--- config.mk ---
export PLATFORM = sky130hd
export DESIGN_NAME = parallella_gpio_filter_flat
export DESIGN_NICKNAME = d
export VERILOG_FILES = /design/src/rtl/parallella_gpio_filter_pkg.sv /design/src/rtl/parallella_gpio_filter_if.sv /design/src/rtl/parallella_gpio_filter_debounce.sv /design/src/rtl/parallella_gpio_filter.sv /design/src/flat_wrapper.sv
export SDC_FILE = /design/constraint.sdc
export NUM_CORES = 1
export LEC_CHECK = 0
export CORE_MARGIN = 2
export CORE_UTILIZATION = 40
export CTS_CLUSTER_SIZE = 10
export DETAILED_ROUTE_END_ITERATION = 10
export GPL_TIMING_DRIVEN = 0
export PLACE_DENSITY = 0.8
export REMOVE_ABC_BUFFERS = 1
export SYNTH_ARGS = -nofsm -noshare
export SYNTH_HDL_FRONTEND = slang
export SYNTH_HIERARCHICAL = 1
export SYNTH_SLANG_ARGS = --single-unit
--- constraint.sdc ---
create_clock -name clk -period 3.4 [get_ports clk]
set_input_delay 0.68 -clock clk [delete_from_list [all_inputs] [get_ports clk]]
set_output_delay 0.68 -clock clk [all_outputs]
set_load 0.1 [all_outputs]
--- src/rtl/parallella_gpio_filter_pkg.sv ---
// -----------------------------------------------------------------------------
// parallella_gpio_pkg
// Shared definitions for the Parallella GPIO input-conditioning stage:
//   - default pin count and debounce counter width
//   - number of clock cycles spent flushing the synchroniser after reset
//   - 2-bit encoding of the FILL0 -> FILL1 -> LOAD -> RUN start-up sequence
// -----------------------------------------------------------------------------
package parallella_gpio_pkg;

  localparam int unsigned NSIGS_DEF = 32'd48;
  localparam int unsigned CNT_W_DEF = 32'd16;

  // Cycles needed to push the first real pad sample through the two sync flops.
  localparam int unsigned FILL_LEN  = 32'd2;

  // The encoding counts through the fill cycles, so LOAD sits right after them.
  typedef enum logic [1:0] {
    ST_FILL0 = 2'd0,
    ST_FILL1 = 2'd1,
    ST_LOAD  = 2'(FILL_LEN),
    ST_RUN   = 2'd3
  } gpio_state_e;

endpackage : parallella_gpio_pkg

--- src/rtl/parallella_gpio_filter_if.sv ---
// -----------------------------------------------------------------------------
// parallella_gpio_filter_if
// Bundle of the GPIO conditioning data/control signals.
//   gpio_raw_i    : asynchronous pad inputs (IOBUF O outputs)
//   debounce_len  : extra stable cycles before the filtered value may change
//   rise_en       : per-pin rising-edge event enable
//   fall_en       : per-pin falling-edge event enable
//   evt_clr       : write-1-to-clear strobe for the pending bits
//   gpio_filt_o   : conditioned value towards the PS EMIO GPIO input bus
//   evt_pending_o : sticky edge-event bits
//   irq_o         : level interrupt, OR of the pending bits
// modport master : side that drives pads/controls and observes results
// modport slave  : the filter itself
// -----------------------------------------------------------------------------
interface parallella_gpio_filter_if
  import parallella_gpio_pkg::*;
#(
  parameter int NSIGS = NSIGS_DEF,
  parameter int CNT_W = CNT_W_DEF
);

  logic [NSIGS-1:0] gpio_raw_i;
  logic [CNT_W-1:0] debounce_len;
  logic [NSIGS-1:0] rise_en;
  logic [NSIGS-1:0] fall_en;
  logic [NSIGS-1:0] evt_clr;
  logic [NSIGS-1:0] gpio_filt_o;
  logic [NSIGS-1:0] evt_pending_o;
  logic             irq_o;

  modport master (
    output gpio_raw_i, debounce_len, rise_en, fall_en, evt_clr,
    input  gpio_filt_o, evt_pending_o, irq_o
  );

  modport slave (
    input  gpio_raw_i, debounce_len, rise_en, fall_en, evt_clr,
    output gpio_filt_o, evt_pending_o, irq_o
  );

endinterface : parallella_gpio_filter_if

--- src/rtl/parallella_gpio_filter_debounce.sv ---
// -----------------------------------------------------------------------------
// parallella_gpio_debounce
// One GPIO pin: two-flop synchroniser, stable-count debounce and filtered value.
//   clk, reset     : block clock, synchronous active-high reset
//   raw_i          : asynchronous pad input
//   debounce_len_i : extra stable cycles required (0 = no filtering)
//   load_i         : parent is in LOAD, copy the synchroniser output directly
//   run_i          : parent is in RUN, normal filtering
//   filt_o         : filtered value (registered)
//   rise_o, fall_o : single-cycle pulses, asserted in the cycle before the edge
//                    on which filt_o changes to 1 / to 0
// Build option GPIO_DEBOUNCE_EN: when defined the per-pin counter is built;
// otherwise filt follows the synchroniser every RUN cycle and debounce_len_i
// is ignored.
// -----------------------------------------------------------------------------
module parallella_gpio_debounce
  import parallella_gpio_pkg::*;
#(
  parameter int CNT_W = CNT_W_DEF
) (
  input  logic             clk,
  input  logic             reset,
  input  logic             raw_i,
  input  logic [CNT_W-1:0] debounce_len_i,
  input  logic             load_i,
  input  logic             run_i,
  output logic             filt_o,
  output logic             rise_o,
  output logic             fall_o
);

  logic s1_q, s1_d;
  logic s2_q, s2_d;
  logic filt_q, filt_d;
  logic update_s;

`ifdef GPIO_DEBOUNCE_EN

  logic [CNT_W-1:0] cnt_q, cnt_d;

  // Synchroniser shift, stable-count filter and update detection.
  always_comb begin
    s1_d     = raw_i;
    s2_d     = s1_q;
    filt_d   = filt_q;
    cnt_d    = cnt_q;
    update_s = 1'b0;
    if (load_i) begin
      filt_d = s2_q;
      cnt_d  = '0;
    end else if (run_i) begin
      if (s2_q == filt_q) begin
        cnt_d = '0;
      end else if (cnt_q < debounce_len_i) begin
        cnt_d = cnt_q + CNT_W'(1'b1);
      end else begin
        // Also covers a count left above a freshly lowered debounce_len.
        filt_d   = s2_q;
        cnt_d    = '0;
        update_s = 1'b1;
      end
    end else begin
      // Synchroniser still flushing: hold everything at its idle value.
      filt_d = 1'b0;
      cnt_d  = '0;
    end
  end

  // Debounce counter register.
  always_ff @(posedge clk) begin
    if (reset) begin
      cnt_q <= '0;
    end else begin
      cnt_q <= cnt_d;
    end
  end

`else

  // Only the reduction keeps the unused length input visible to lint.
  logic unused_len_s;
  assign unused_len_s = ^debounce_len_i;

  // Synchroniser shift; filt follows the synchroniser once LOAD is reached.
  always_comb begin
    s1_d     = raw_i;
    s2_d     = s1_q;
    filt_d   = 1'b0;
    update_s = 1'b0;
    if (load_i || run_i) begin
      filt_d   = s2_q;
      update_s = run_i & (s2_q ^ filt_q);
    end else begin
      filt_d   = 1'b0;
      update_s = 1'b0;
    end
  end

`endif

  // Synchroniser and filtered-value registers.
  always_ff @(posedge clk) begin
    if (reset) begin
      s1_q   <= 1'b0;
      s2_q   <= 1'b0;
      filt_q <= 1'b0;
    end else begin
      s1_q   <= s1_d;
      s2_q   <= s2_d;
      filt_q <= filt_d;
    end
  end

  assign filt_o = filt_q;
  assign rise_o = update_s & s2_q;
  assign fall_o = update_s & ~s2_q;

endmodule : parallella_gpio_debounce

--- src/rtl/parallella_gpio_filter.sv ---
// -----------------------------------------------------------------------------
// parallella_gpio_filter
// Input-conditioning stage between the GPIO pad buffers and the PS EMIO GPIO
// input bus: synchronise, debounce, detect edges, latch sticky events, raise a
// level interrupt.
//   clk   : block clock
//   reset : synchronous active-high reset
//   bus   : parallella_gpio_filter_if.slave (pads, controls, filtered value,
//           pending bits, irq)
// Build option GPIO_DEBOUNCE_EN selects the counter-based debounce inside
// parallella_gpio_debounce; without it the filter is a fixed 3-edge pipeline.
// -----------------------------------------------------------------------------
module parallella_gpio_filter
  import parallella_gpio_pkg::*;
#(
  parameter int NSIGS = NSIGS_DEF,
  parameter int CNT_W = CNT_W_DEF
) (
  input  logic                     clk,
  input  logic                     reset,
  parallella_gpio_filter_if.slave  bus
);

  gpio_state_e      state_q, state_d;
  logic             run_s;
  logic             load_s;
  logic [NSIGS-1:0] filt_s;
  logic [NSIGS-1:0] rise_s;
  logic [NSIGS-1:0] fall_s;
  logic [NSIGS-1:0] set_s;
  logic [NSIGS-1:0] pend_q, pend_d;
  logic             irq_q, irq_d;

  // Start-up sequencer state register.
  always_ff @(posedge clk) begin
    if (reset) begin
      state_q <= ST_FILL0;
    end else begin
      state_q <= state_d;
    end
  end

  // Start-up sequencer next state and pin qualifiers.
  always_comb begin
    state_d = state_q;
    run_s   = 1'b0;
    load_s  = 1'b0;
    case (state_q)
      ST_FILL0: state_d = ST_FILL1;
      ST_FILL1: state_d = ST_LOAD;
      ST_LOAD: begin
        state_d = ST_RUN;
        load_s  = 1'b1;
      end
      ST_RUN: begin
        state_d = ST_RUN;
        run_s   = 1'b1;
      end
      default: state_d = ST_FILL0;
    endcase
  end

  for (genvar i = 0; i < NSIGS; i++) begin : g_pin
    parallella_gpio_debounce #(
      .CNT_W(CNT_W)
    ) u_deb (
      .clk            (clk),
      .reset          (reset),
      .raw_i          (bus.gpio_raw_i[i]),
      .debounce_len_i (bus.debounce_len),
      .load_i         (load_s),
      .run_i          (run_s),
      .filt_o         (filt_s[i]),
      .rise_o         (rise_s[i]),
      .fall_o         (fall_s[i])
    );
  end

  // Sticky pending bits: a new event in the clear cycle must not be lost.
  always_comb begin
    set_s  = (rise_s & bus.rise_en) | (fall_s & bus.fall_en);
    pend_d = (pend_q & ~bus.evt_clr) | set_s;
    irq_d  = |pend_q;
  end

  // Pending and interrupt registers.
  always_ff @(posedge clk) begin
    if (reset) begin
      pend_q <= '0;
      irq_q  <= 1'b0;
    end else begin
      pend_q <= pend_d;
      irq_q  <= irq_d;
    end
  end

  assign bus.gpio_filt_o   = filt_s;
  assign bus.evt_pending_o = pend_q;
  assign bus.irq_o         = irq_q;

endmodule : parallella_gpio_filter

--- src/flat_wrapper.sv ---
// flat-port wrapper written by rule: the top's interface ports become plain ports
module parallella_gpio_filter_flat import parallella_gpio_pkg::*;
#(
  parameter int NSIGS = NSIGS_DEF,
  parameter int CNT_W = CNT_W_DEF
)
  (clk, reset, bus_gpio_raw_i, bus_debounce_len, bus_rise_en, bus_fall_en, bus_evt_clr, bus_gpio_filt_o, bus_evt_pending_o, bus_irq_o);
  parallella_gpio_filter_if #(.NSIGS(NSIGS), .CNT_W(CNT_W)) bus_i ();
  input  logic clk;
  input  logic reset;
  input wire logic [$bits(bus_i.gpio_raw_i)-1:0] bus_gpio_raw_i;
  input wire logic [$bits(bus_i.debounce_len)-1:0] bus_debounce_len;
  input wire logic [$bits(bus_i.rise_en)-1:0] bus_rise_en;
  input wire logic [$bits(bus_i.fall_en)-1:0] bus_fall_en;
  input wire logic [$bits(bus_i.evt_clr)-1:0] bus_evt_clr;
  output wire logic [$bits(bus_i.gpio_filt_o)-1:0] bus_gpio_filt_o;
  output wire logic [$bits(bus_i.evt_pending_o)-1:0] bus_evt_pending_o;
  output wire logic [$bits(bus_i.irq_o)-1:0] bus_irq_o;
  assign bus_i.gpio_raw_i = bus_gpio_raw_i;
  assign bus_i.debounce_len = bus_debounce_len;
  assign bus_i.rise_en = bus_rise_en;
  assign bus_i.fall_en = bus_fall_en;
  assign bus_i.evt_clr = bus_evt_clr;
  assign bus_gpio_filt_o = bus_i.gpio_filt_o;
  assign bus_evt_pending_o = bus_i.evt_pending_o;
  assign bus_irq_o = bus_i.irq_o;
  parallella_gpio_filter #(.NSIGS(NSIGS), .CNT_W(CNT_W)) u_core (.clk(clk), .reset(reset), .bus(bus_i));
endmodule
### After elaboration in Yosys (flattened, before gate mapping)

Index checks and enable logic that the tools add are counted.

* equal/unequal tests: 3
* bitwise logic cells: 247
* reductions and logical operators: 5
* mux-type cells: 51

Operator list (number)
* 1-bit bitwise AND: 144
* 48-bit bitwise AND: 3
* 48-bit OR: 2
* 1-bit two-way mux: 50
* 1-bit NOT: 49
* 48-bit NOT: 1
* 48-bit OR reduction: 1
* 1-bit XOR: 48
* 2-bit one-hot mux with 3 select lines: 1
* 2-bit equality test, second input constant: 2
* 2-bit OR reduction: 2
* 2-bit by 1-bit equality test with 1-bit output, second input constant: 1
* 2-bit zero test: 1
* 1-bit logical OR: 1

* output and inout bits: 97
* register bits: 195
* input port bits: 210
* word-level logic and storage cells: 453

### Longest topological paths before layout

Gate-level depths: netlist (run 1).

* depth in word-level cells: 8
* depth in mapped cells: 5

### Modules after synthesis

Netlist (run 1), hierarchy kept.

Modules (own cells, without submodules)
* parallella_gpio_debounce: seq. area each 60.1 um^2, area each 106.4 um^2, instances 48, cells each 10
* parallella_gpio_filter: seq. area each 1021.0 um^2, area each 2043.2 um^2, instances 1, cells each 224

### Worst setup path before layout (run 1)

No wires, ideal clock.

* path kind: reg-to-reg
* from: register u_core.state_q[0]
* to: register u_core.pend_q[23], in the netlist u_core/bus.evt_pending_o[23]
* period minus slack after synthesis: 3.154 ns
* cell stages (with the launch flop): 5
* setup slack: 0.246 ns
* data required time: 3.331 ns
* data arrival time: 3.085 ns
* cell sequence: dfxtp_1 and2_1 and3b_2 a222oi_1 nor2_1

* cells in the longest elaborated chain, start to end: 8
* elaborated cells on any way between the ends: 13
* classes of those cells: eq/ne: 2; mux: 3; bitwise: 7; reduce/logical: 1

RTL lines
* from (decl): line parallella_gpio_filter.sv:24 `gpio_state_e state_q, state_d;`
* from (signal assigned): line parallella_gpio_filter.sv:39 `state_q <= state_d;`
* 2-bit equality test (*): line parallella_gpio_filter.sv:48 `case (state_q)`
* 1-bit two-way mux (*): line parallella_gpio_filter.sv:48
* net u_core.run_s: line parallella_gpio_filter.sv:25 `logic run_s;`
* 1-bit bitwise AND / 1-bit logical OR (equally long branches): line parallella_gpio_filter_debounce.sv:92, parallella_gpio_filter_debounce.sv:90
* 1-bit two-way mux (*): line parallella_gpio_filter_debounce.sv:90 `if (load_i || run_i) begin`
* 1-bit bitwise AND (*): line parallella_gpio_filter_debounce.sv:116 `assign fall_o = update_s & ~s2_q;`
* net u_core.fall_s[23]: line parallella_gpio_filter.sv:29 `logic [NSIGS-1:0] fall_s;`
* 48-bit bitwise AND (*): line parallella_gpio_filter.sv:81 `set_s = (rise_s & bus.rise_en) | (fall_s & bus.fall_en);`
* 48-bit OR (*): line parallella_gpio_filter.sv:81
* 48-bit OR (*): line parallella_gpio_filter.sv:82 `pend_d = (pend_q & ~bus.evt_clr) | set_s;`
* to (signal assigned): line parallella_gpio_filter.sv:92 `pend_q <= pend_d;`
* to (decl): line parallella_gpio_filter.sv:31 `logic [NSIGS-1:0] pend_q, pend_d;`

Mark *: on every way through the listed nets, which the timed path passes. The rest lies on a longest branch.
A chain may end at the register's enable or synchronous reset.

### Worst setup path in the final report (run 1)

* from: register u_core.pend_q[26], in the netlist u_core/bus.evt_pending_o[26]
* to: output bus_evt_pending_o[26]

RTL lines
* to (decl): line flat_wrapper.sv:17 `output wire logic [$bits(bus_i.evt_pending_o)-1:0] bus_evt_pending_o;`

No word-level cell between the ends.

==> results of run 1 <==
[cell usage in the layout, fill, tap and decap left out, drive strengths merged, types with 18 or more instances in the layout]
master         Yosys  final
inv               50     58
dfxtp            195    195
nand2             48     48
and3b             48     48
nor2             147    147
a222oi            48     48
nor2b             96     96
clkbuf             5     18
clkdlybuf4s50      0    289
nor3b             48     48
[layer usage]
layer	global-route usage	routed length, um
met5	0	0
met4	0.06701	287
met3	0.06365	1595
met2	0.3292	9025
met1	0.1977	6934
[layout make-up]
class / instances / area, um^2
tap: 225 / 281.5
fill: 1456 / 6404
timing repair buffer: 293 / 2983
clock buffer: 18 / 439.2
inverter: 50 / 187.7
multi-input combinational: 453 / 3043
clock inverter: 14 / 115.1
sequential: 195 / 3904
[where the power goes]
| part | switching, mW | internal [mW] | leakage, nW |
|---|---|---|---|
| Clock | 0.907 | 0.979 | 0.276 |
| Combinational | 0.262 | 0.295 | 2.46 |
| Sequential | 0.0286 | 2.35 | 1.59 |
| Total | 1.20 | 3.62 | 4.33 |
[worst max path at each step]
| stage | endpoint | slack, ns | cells past startpoint |
|---|---|---|---|
| 4_1_cts | bus_evt_pending_o[26] | 0.67 | 1 |
| 6_report | bus_evt_pending_o[26] | 0.72 | 1 |
| 3_5_place_dp | bus_evt_pending_o[26] | 1.13 | 1 |
| 5_1_grt | bus_evt_pending_o[26] | 0.65 | 1 |
| 2_1_floorplan | u_core/bus.evt_pending_o[23] | 0.25 | 4 |
| 3_3_place_gp | u_core/g_pin[47].u_deb/s1_q | -4.29 | 2 |
[state kept, by name, summed over array words and instances (netlist names)]
signal,count
u_core/bus.irq_o,1
u_core/bus.evt_pending_o,48
u_core/g_pin.u_deb/s1_q,48
u_core/g_pin.u_deb/s2_q,48
u_core/g_pin.u_deb/filt_o,48
u_core/state_q,2
[cells by family after synthesis]
| family | share of synthesized area |
|---|---|
| compound gates | 0.06914 |
| buf+inv | 0.02958 |
| flops | 0.5461 |
| simple gates | 0.3552 |
==> impl_metrics.csv, run 1 <==
group,metric,value,unit
run_status,status,"completed",
synthesis,ys_types,16,
worst_setup_path,crit_buf_inv,1,
placement,gp_congestion,0.7924,
worst_setup_path,reg2reg_from,"u_core/state_q[0]",
synthesis,syn-cell-area,7148,um^2
floorplanning,die_h,137.7,um
cells_and_area,antenna_cells,0,
synthesis,synth.top_cell.area_share,0.5461,
synthesis,ys_ff_latch,195,
worst_setup_path,critical_path.slowest_cell,"clkdlybuf4s50_1",
worst_setup_path,path_class,"flop to output port",
drt,wl_per_cell,14.30,um
placement,dp.cells,1216,
placement,dpl_cell_area,10400,um^2
worst_setup_path,rrSetupSlack,1.53,ns
worst_hold_path,hp-class,"flop to flop",
drt,ant_nets,0,
worst_hold_path,hold_end,"u_core/g_pin[21].u_deb/s2_q",
synthesis,yosysWarnings,6,
clock_network,post_cts_buffers,0,
cells_and_area,layout-drive-gt1-share,0.1349,
placement,place_ws,1.134,ns
worst_hold_path,whs_path_depth,1,
clock_network,cts_resized,0,
timing,fmax,0.3726,GHz
clock_network,cts_hold_buf,0,
clock_network,clk_path_buf_depth,2,
worst_setup_path,crit_fanout,3,
job,maxCapViolCount,0,
worst_hold_path,worstHoldStart,"u_core/g_pin[21].u_deb/s1_q",
clock_network,worst_skew_pair.late_latency,0.42,ns
global_route,grtUsageTotal,0.1830,
worst_setup_path,crit_family,"buffers and inverters",
synthesis,avgSynthCellArea,10.15,um^2
synthesis,async_flop_share,0,
cells_and_area,final_cells,1248,
floorplanning,coreArea,17360,um^2
placement,hpwl,13070,um
synthesis,synth.top_cells.by_count,"195 x dfxtp_1, 147 x nor2_1, 96 x nor2b_1",
worst_setup_path,arrival,2.00,ns
worst_setup_path,r2r_end,"u_core/bus.evt_pending_o[21]",
timing,setup_violations,0,
timing,setup_slack,0.7162,ns
global_route,grt_pass1_vias,5686,
drt,drt_pass1_iterations,5,
drt,vias_per_cell,4.786,
synthesis,yosysMostFrequentCell,"dfxtp_1",
worst_setup_path,crit_start,"u_core/bus.evt_pending_o[26]",
clock_network,h-tree-depth,4,
synthesis,synth-edff-count,0,
floorplanning,top_level_ports,307,
timing,rsz0062_at_grt,"no",
floorplanning,initial_core_util,0.4118,
synthesis,synth_cells,704,
timing,worstMarginPinSlew,1.020,ns
timing,hold_viol,0,
worst_setup_path,crit_path_start_kind,"flop",
synthesis,synth.largest_area_cell,"dfxtp_1",
timing,holdWs,0.4327,ns
timing,fin_worst_skew,0.01079,ns
global_route,overflow,0,
drt,via_count,5973,
worst_setup_path,r2r_cells,6,
clock_network,cts.sink_count,195,
cells_and_area,final_area,10950,um^2
placement,portBuffers,290,
timing,fin_setup_tns,0,ns
timing,slew_violations,0,
worst_setup_path,endpoint_kind,"output port",
synthesis,netlist_top_cells_area,"dfxtp_1 55%, nor2b_1 8.4%, nor3b_2 8.4%, nor2_1 7.7%, a222oi_1 6.7%",
synthesis,yosysSeqAreaShare,0.5461,
drt,routed_wl,17840,um
cells_and_area,final_core_util,0.6311,
pwr,power_density,440.3,nW/um^2
worst_setup_path,crit_required,2.72,ns
clock_network,cts_buffers,17,
pwr,p_leak,4.330,nW
global_route,grt_antenna_before_repair,0,
timing,slew_headroom,0.3177,
synthesis,dominantRegCellSynth,"dfxtp_1",
global_route,grt_max_degree,99,
floorplanning,die_w,137.7,um
floorplanning,rows,48,
pwr,finalPower,4.823,mW
drt,drc,0,
clock_network,clkSlewWorstSetupHoldPaths,0.07,ns
global_route,grt_pass1_wl,27080,um
clock_network,cts-root-buf,"clkbuf_16",
timing,post-route-period-util,0.7894,
worst_setup_path,crit_chain,"clkdlybuf4s50_1",
clock_network,cts_tree,"yes",
pwr,peakVddDrop,0.3223,mV
drt,drt-initial-drc-count,338,
cells_and_area,areaGrowthSynthToFinish,53.23,%
worst_setup_path,slowest_delay,1.18,ns
timing,fin_crit,2.684,ns
floorplanning,die_area,18960,um^2
cells_and_area,nets,1220,
Note: power is estimated with default switching activity, not from simulation.
==> inputs of run 2 (changes only) <==
==> constraint.sdc (replaced) <==
create_clock -name clk -period 2.6 [get_ports clk]
set_input_delay 0.52 -clock clk [delete_from_list [all_inputs] [get_ports clk]]
set_output_delay 0.52 -clock clk [all_outputs]
set_load 0.1 [all_outputs]
==> results of run 2 <==
Same layout as run 1 (identical final DEF). Status: completed.
Among the figures that moved: setup slack after placement 1.134 ns -> 0.4938 ns; setup slack after layout 0.7162 ns -> 0.07615 ns; register-to-register setup slack 1.53 ns -> 0.73 ns; total power 4.823 mW -> 6.306 mW; worst IR drop on VDD 0.3223 mV -> 0.4214 mV
==> inputs of run 3 (changes only) <==
--- a/config.mk
+++ b/config.mk
@@ -6,7 +6,7 @@
 export NUM_CORES = 1
 export LEC_CHECK = 0
 export CORE_MARGIN = 2
-export CORE_UTILIZATION = 40
+export CORE_UTILIZATION = 38
 export CTS_CLUSTER_SIZE = 10
 export DETAILED_ROUTE_END_ITERATION = 10
 export GPL_TIMING_DRIVEN = 0
==> constraint.sdc (replaced) <==
create_clock -name clk -period 2 [get_ports clk]
set_input_delay 0.4 -clock clk [delete_from_list [all_inputs] [get_ports clk]]
set_output_delay 0.4 -clock clk [all_outputs]
set_load 0.1 [all_outputs]
==> run 3 against run 2 <==
Flip-flop and latch count unchanged. Cell area up 1.3%. Register-to-register slack worse by 0.51 ns. Clock power up 33%. Power up 31%.
==> impl_metrics.csv, run 3 (synthesized netlist as in run 1, its figures left out) <==
group,metric,value,unit
placement,hpwl,12680,um
global_route,grt_antenna_before_repair,1,
clock_network,cts-root-buf,"clkbuf_16",
placement,portBuffers,290,
floorplanning,die_h,141.2,um
cells_and_area,layout-drive-gt1-share,0.2282,
pwr,power.switching,1.955,mW
pwr,p_int,6.321,mW
pwr,finalPower,8.276,mW
worst_setup_path,critical_path.slowest_cell,"clkdlybuf4s15_2",
clock_network,cts_hold_buf,0,
timing,worstMarginPinSlew,0.6362,ns
worst_setup_path,path_class,"flop to output port",
drt,wl_per_cell,14.49,um
worst_setup_path,crit_chain,"clkdlybuf4s15_2",
drt,routed_wl,18190,um
job,maxCapViolCount,0,
worst_setup_path,reg2reg_from,"u_core/state_q[0]",
floorplanning,rows,50,
global_route,grt_pass1_wl,28210,um
drt,drt_pass1_iterations,5,
global_route,grt_max_degree,112,
clock_network,cts_buffers,17,
clock_network,cts.sink_count,195,
timing,slew_violations,0,
drt,via_count,5993,
clock_network,clk_path_buf_depth,2,
floorplanning,die_area,19920,um^2
cells_and_area,multi_input_area,3050,um^2
worst_hold_path,hp-class,"primary input to flop",
global_route,overflow,0,
placement,gp_congestion,0.7744,
timing,rsz0062_at_grt,"no",
drt,drc,0,
pwr,power_density,745.8,nW/um^2
pwr,pwr-share-clk,0.396,
drt,ant_nets,0,
drt,drt-initial-drc-count,317,
cells_and_area,nets,1221,
worst_setup_path,endpoint_kind,"output port",
worst_setup_path,crit_buf_inv,1,
cells_and_area,mostFrequentLayoutCells,"195 x dfxtp_1, 192 x clkdlybuf4s50_1, 146 x nor2_1",
run_status,status,"completed",
timing,hold_viol,0,
worst_setup_path,arrival,1.43,ns
cells_and_area,regArea,3904,um^2
worst_hold_path,worstHoldStart,"reset",
clock_network,post_cts_buffers,0,
floorplanning,initial_core_util,0.3847,
clock_network,cts_tree,"yes",
pwr,peakVddDrop,0.5586,mV
pwr,p_leak,4.358,nW
global_route,grtUsageTotal,0.1766,
cells_and_area,areaGrowthSynthToFinish,55.24,%
worst_setup_path,crit_family,"buffers and inverters",
worst_setup_path,crit_fanout,3,
drt,vias_per_cell,4.775,
floorplanning,coreArea,18580,um^2
timing,setup_violations,0,
timing,fmax,0.5455,GHz
timing,slew_headroom,0.5749,
pwr,pwr-share-seq,0.489,
timing,post-route-period-util,0.9166,
cells_and_area,fillers,1562,
timing,holdWs,0.4163,ns
timing,fin_crit,1.833,ns
cells_and_area,final_core_util,0.5972,
global_route,grt_pass1_vias,5709,
clock_network,clkSlewWorstSetupHoldPaths,0.07,ns
worst_setup_path,crit_required,1.60,ns
floorplanning,top_level_ports,307,
worst_setup_path,slowest_delay,0.59,ns
worst_setup_path,crit_path_start_kind,"flop",
floorplanning,die_w,141.2,um
clock_network,h-tree-depth,4,
cells_and_area,antenna_cells,0,
timing,fin_worst_skew,0.007385,ns
clock_network,worst_skew_pair.late_latency,0.42,ns
worst_setup_path,crit_start,"u_core/bus.evt_pending_o[27]",
pwr,swShare,0.2362,
cells_and_area,final_common_cell,"dfxtp_1",
pwr,combPwrFrac,0.115,
-- run 3: per-stage QoR --
| stage | TNS [ns] | cells | instance area (um^2) | setup WS, ns |
|---|---|---|---|---|
| global placement | -975.09 | 1222 | 10320 | -5.341 |
| finish | 0 | 1255 | 11100 | 0.1668 |
| floorplan | -100.48 | 698 | 7124 | -1.154 |
| global route | 0 | 1255 | 11100 | 0.08120 |
| detailed placement | 0 | 1225 | 10410 | 0.01703 |
| CTS | 0 | 1254 | 11090 | 0.08114 |
-- run 3: layout make-up --
type / count / area share
Sequential cell: 195 / 0.3518
Timing Repair Buffer: 293 / 0.2797
Inverter: 50 / 0.01691
Tap cell: 234 / 0.02638
Clock buffer: 17 / 0.03834
Multi-Input combinational cell: 454 / 0.2749
Clock inverter: 12 / 0.01195
-- run 3: power groups by stage --
stage                     clock network [mW]  logic (mW)  registers, mW
final                                   3.28       0.949           4.05
after global routing                    3.54        1.02           4.06
after CTS                               3.37       0.955           4.05
after detailed placement                   0       0.957           4.13
after global placement                     0       0.956           4.13
after floorplan                            0       0.252           4.27
-- run 3: worst paths after layout --
path	end	slack, ns	depth (start not counted)
worst max-delay path	bus_evt_pending_o[27]	0.17	1
worst min-delay path	u_core/bus.evt_pending_o[0]	0.42	2
worst max register to register	u_core/bus.evt_pending_o[13]	0.22	6
worst min register to register	u_core/g_pin[13].u_deb/s2_q	0.43	1
-- run 3: repair_timing --
item / in CTS / in global routing
setup endpoints to repair: 97 / 16
cloned: 0 / 1
pin swaps: 0 / 1
resized for setup: 291 / 0
-- run 3: metal layers --
layer,vias up,share of wire,GRT usage
met2,207,0.48,0.2987
met5,-,0.00071,0
li1,3015,-,-
met4,2,0.016,0.06474
met3,23,0.085,0.06386
met1,2746,0.42,0.2059
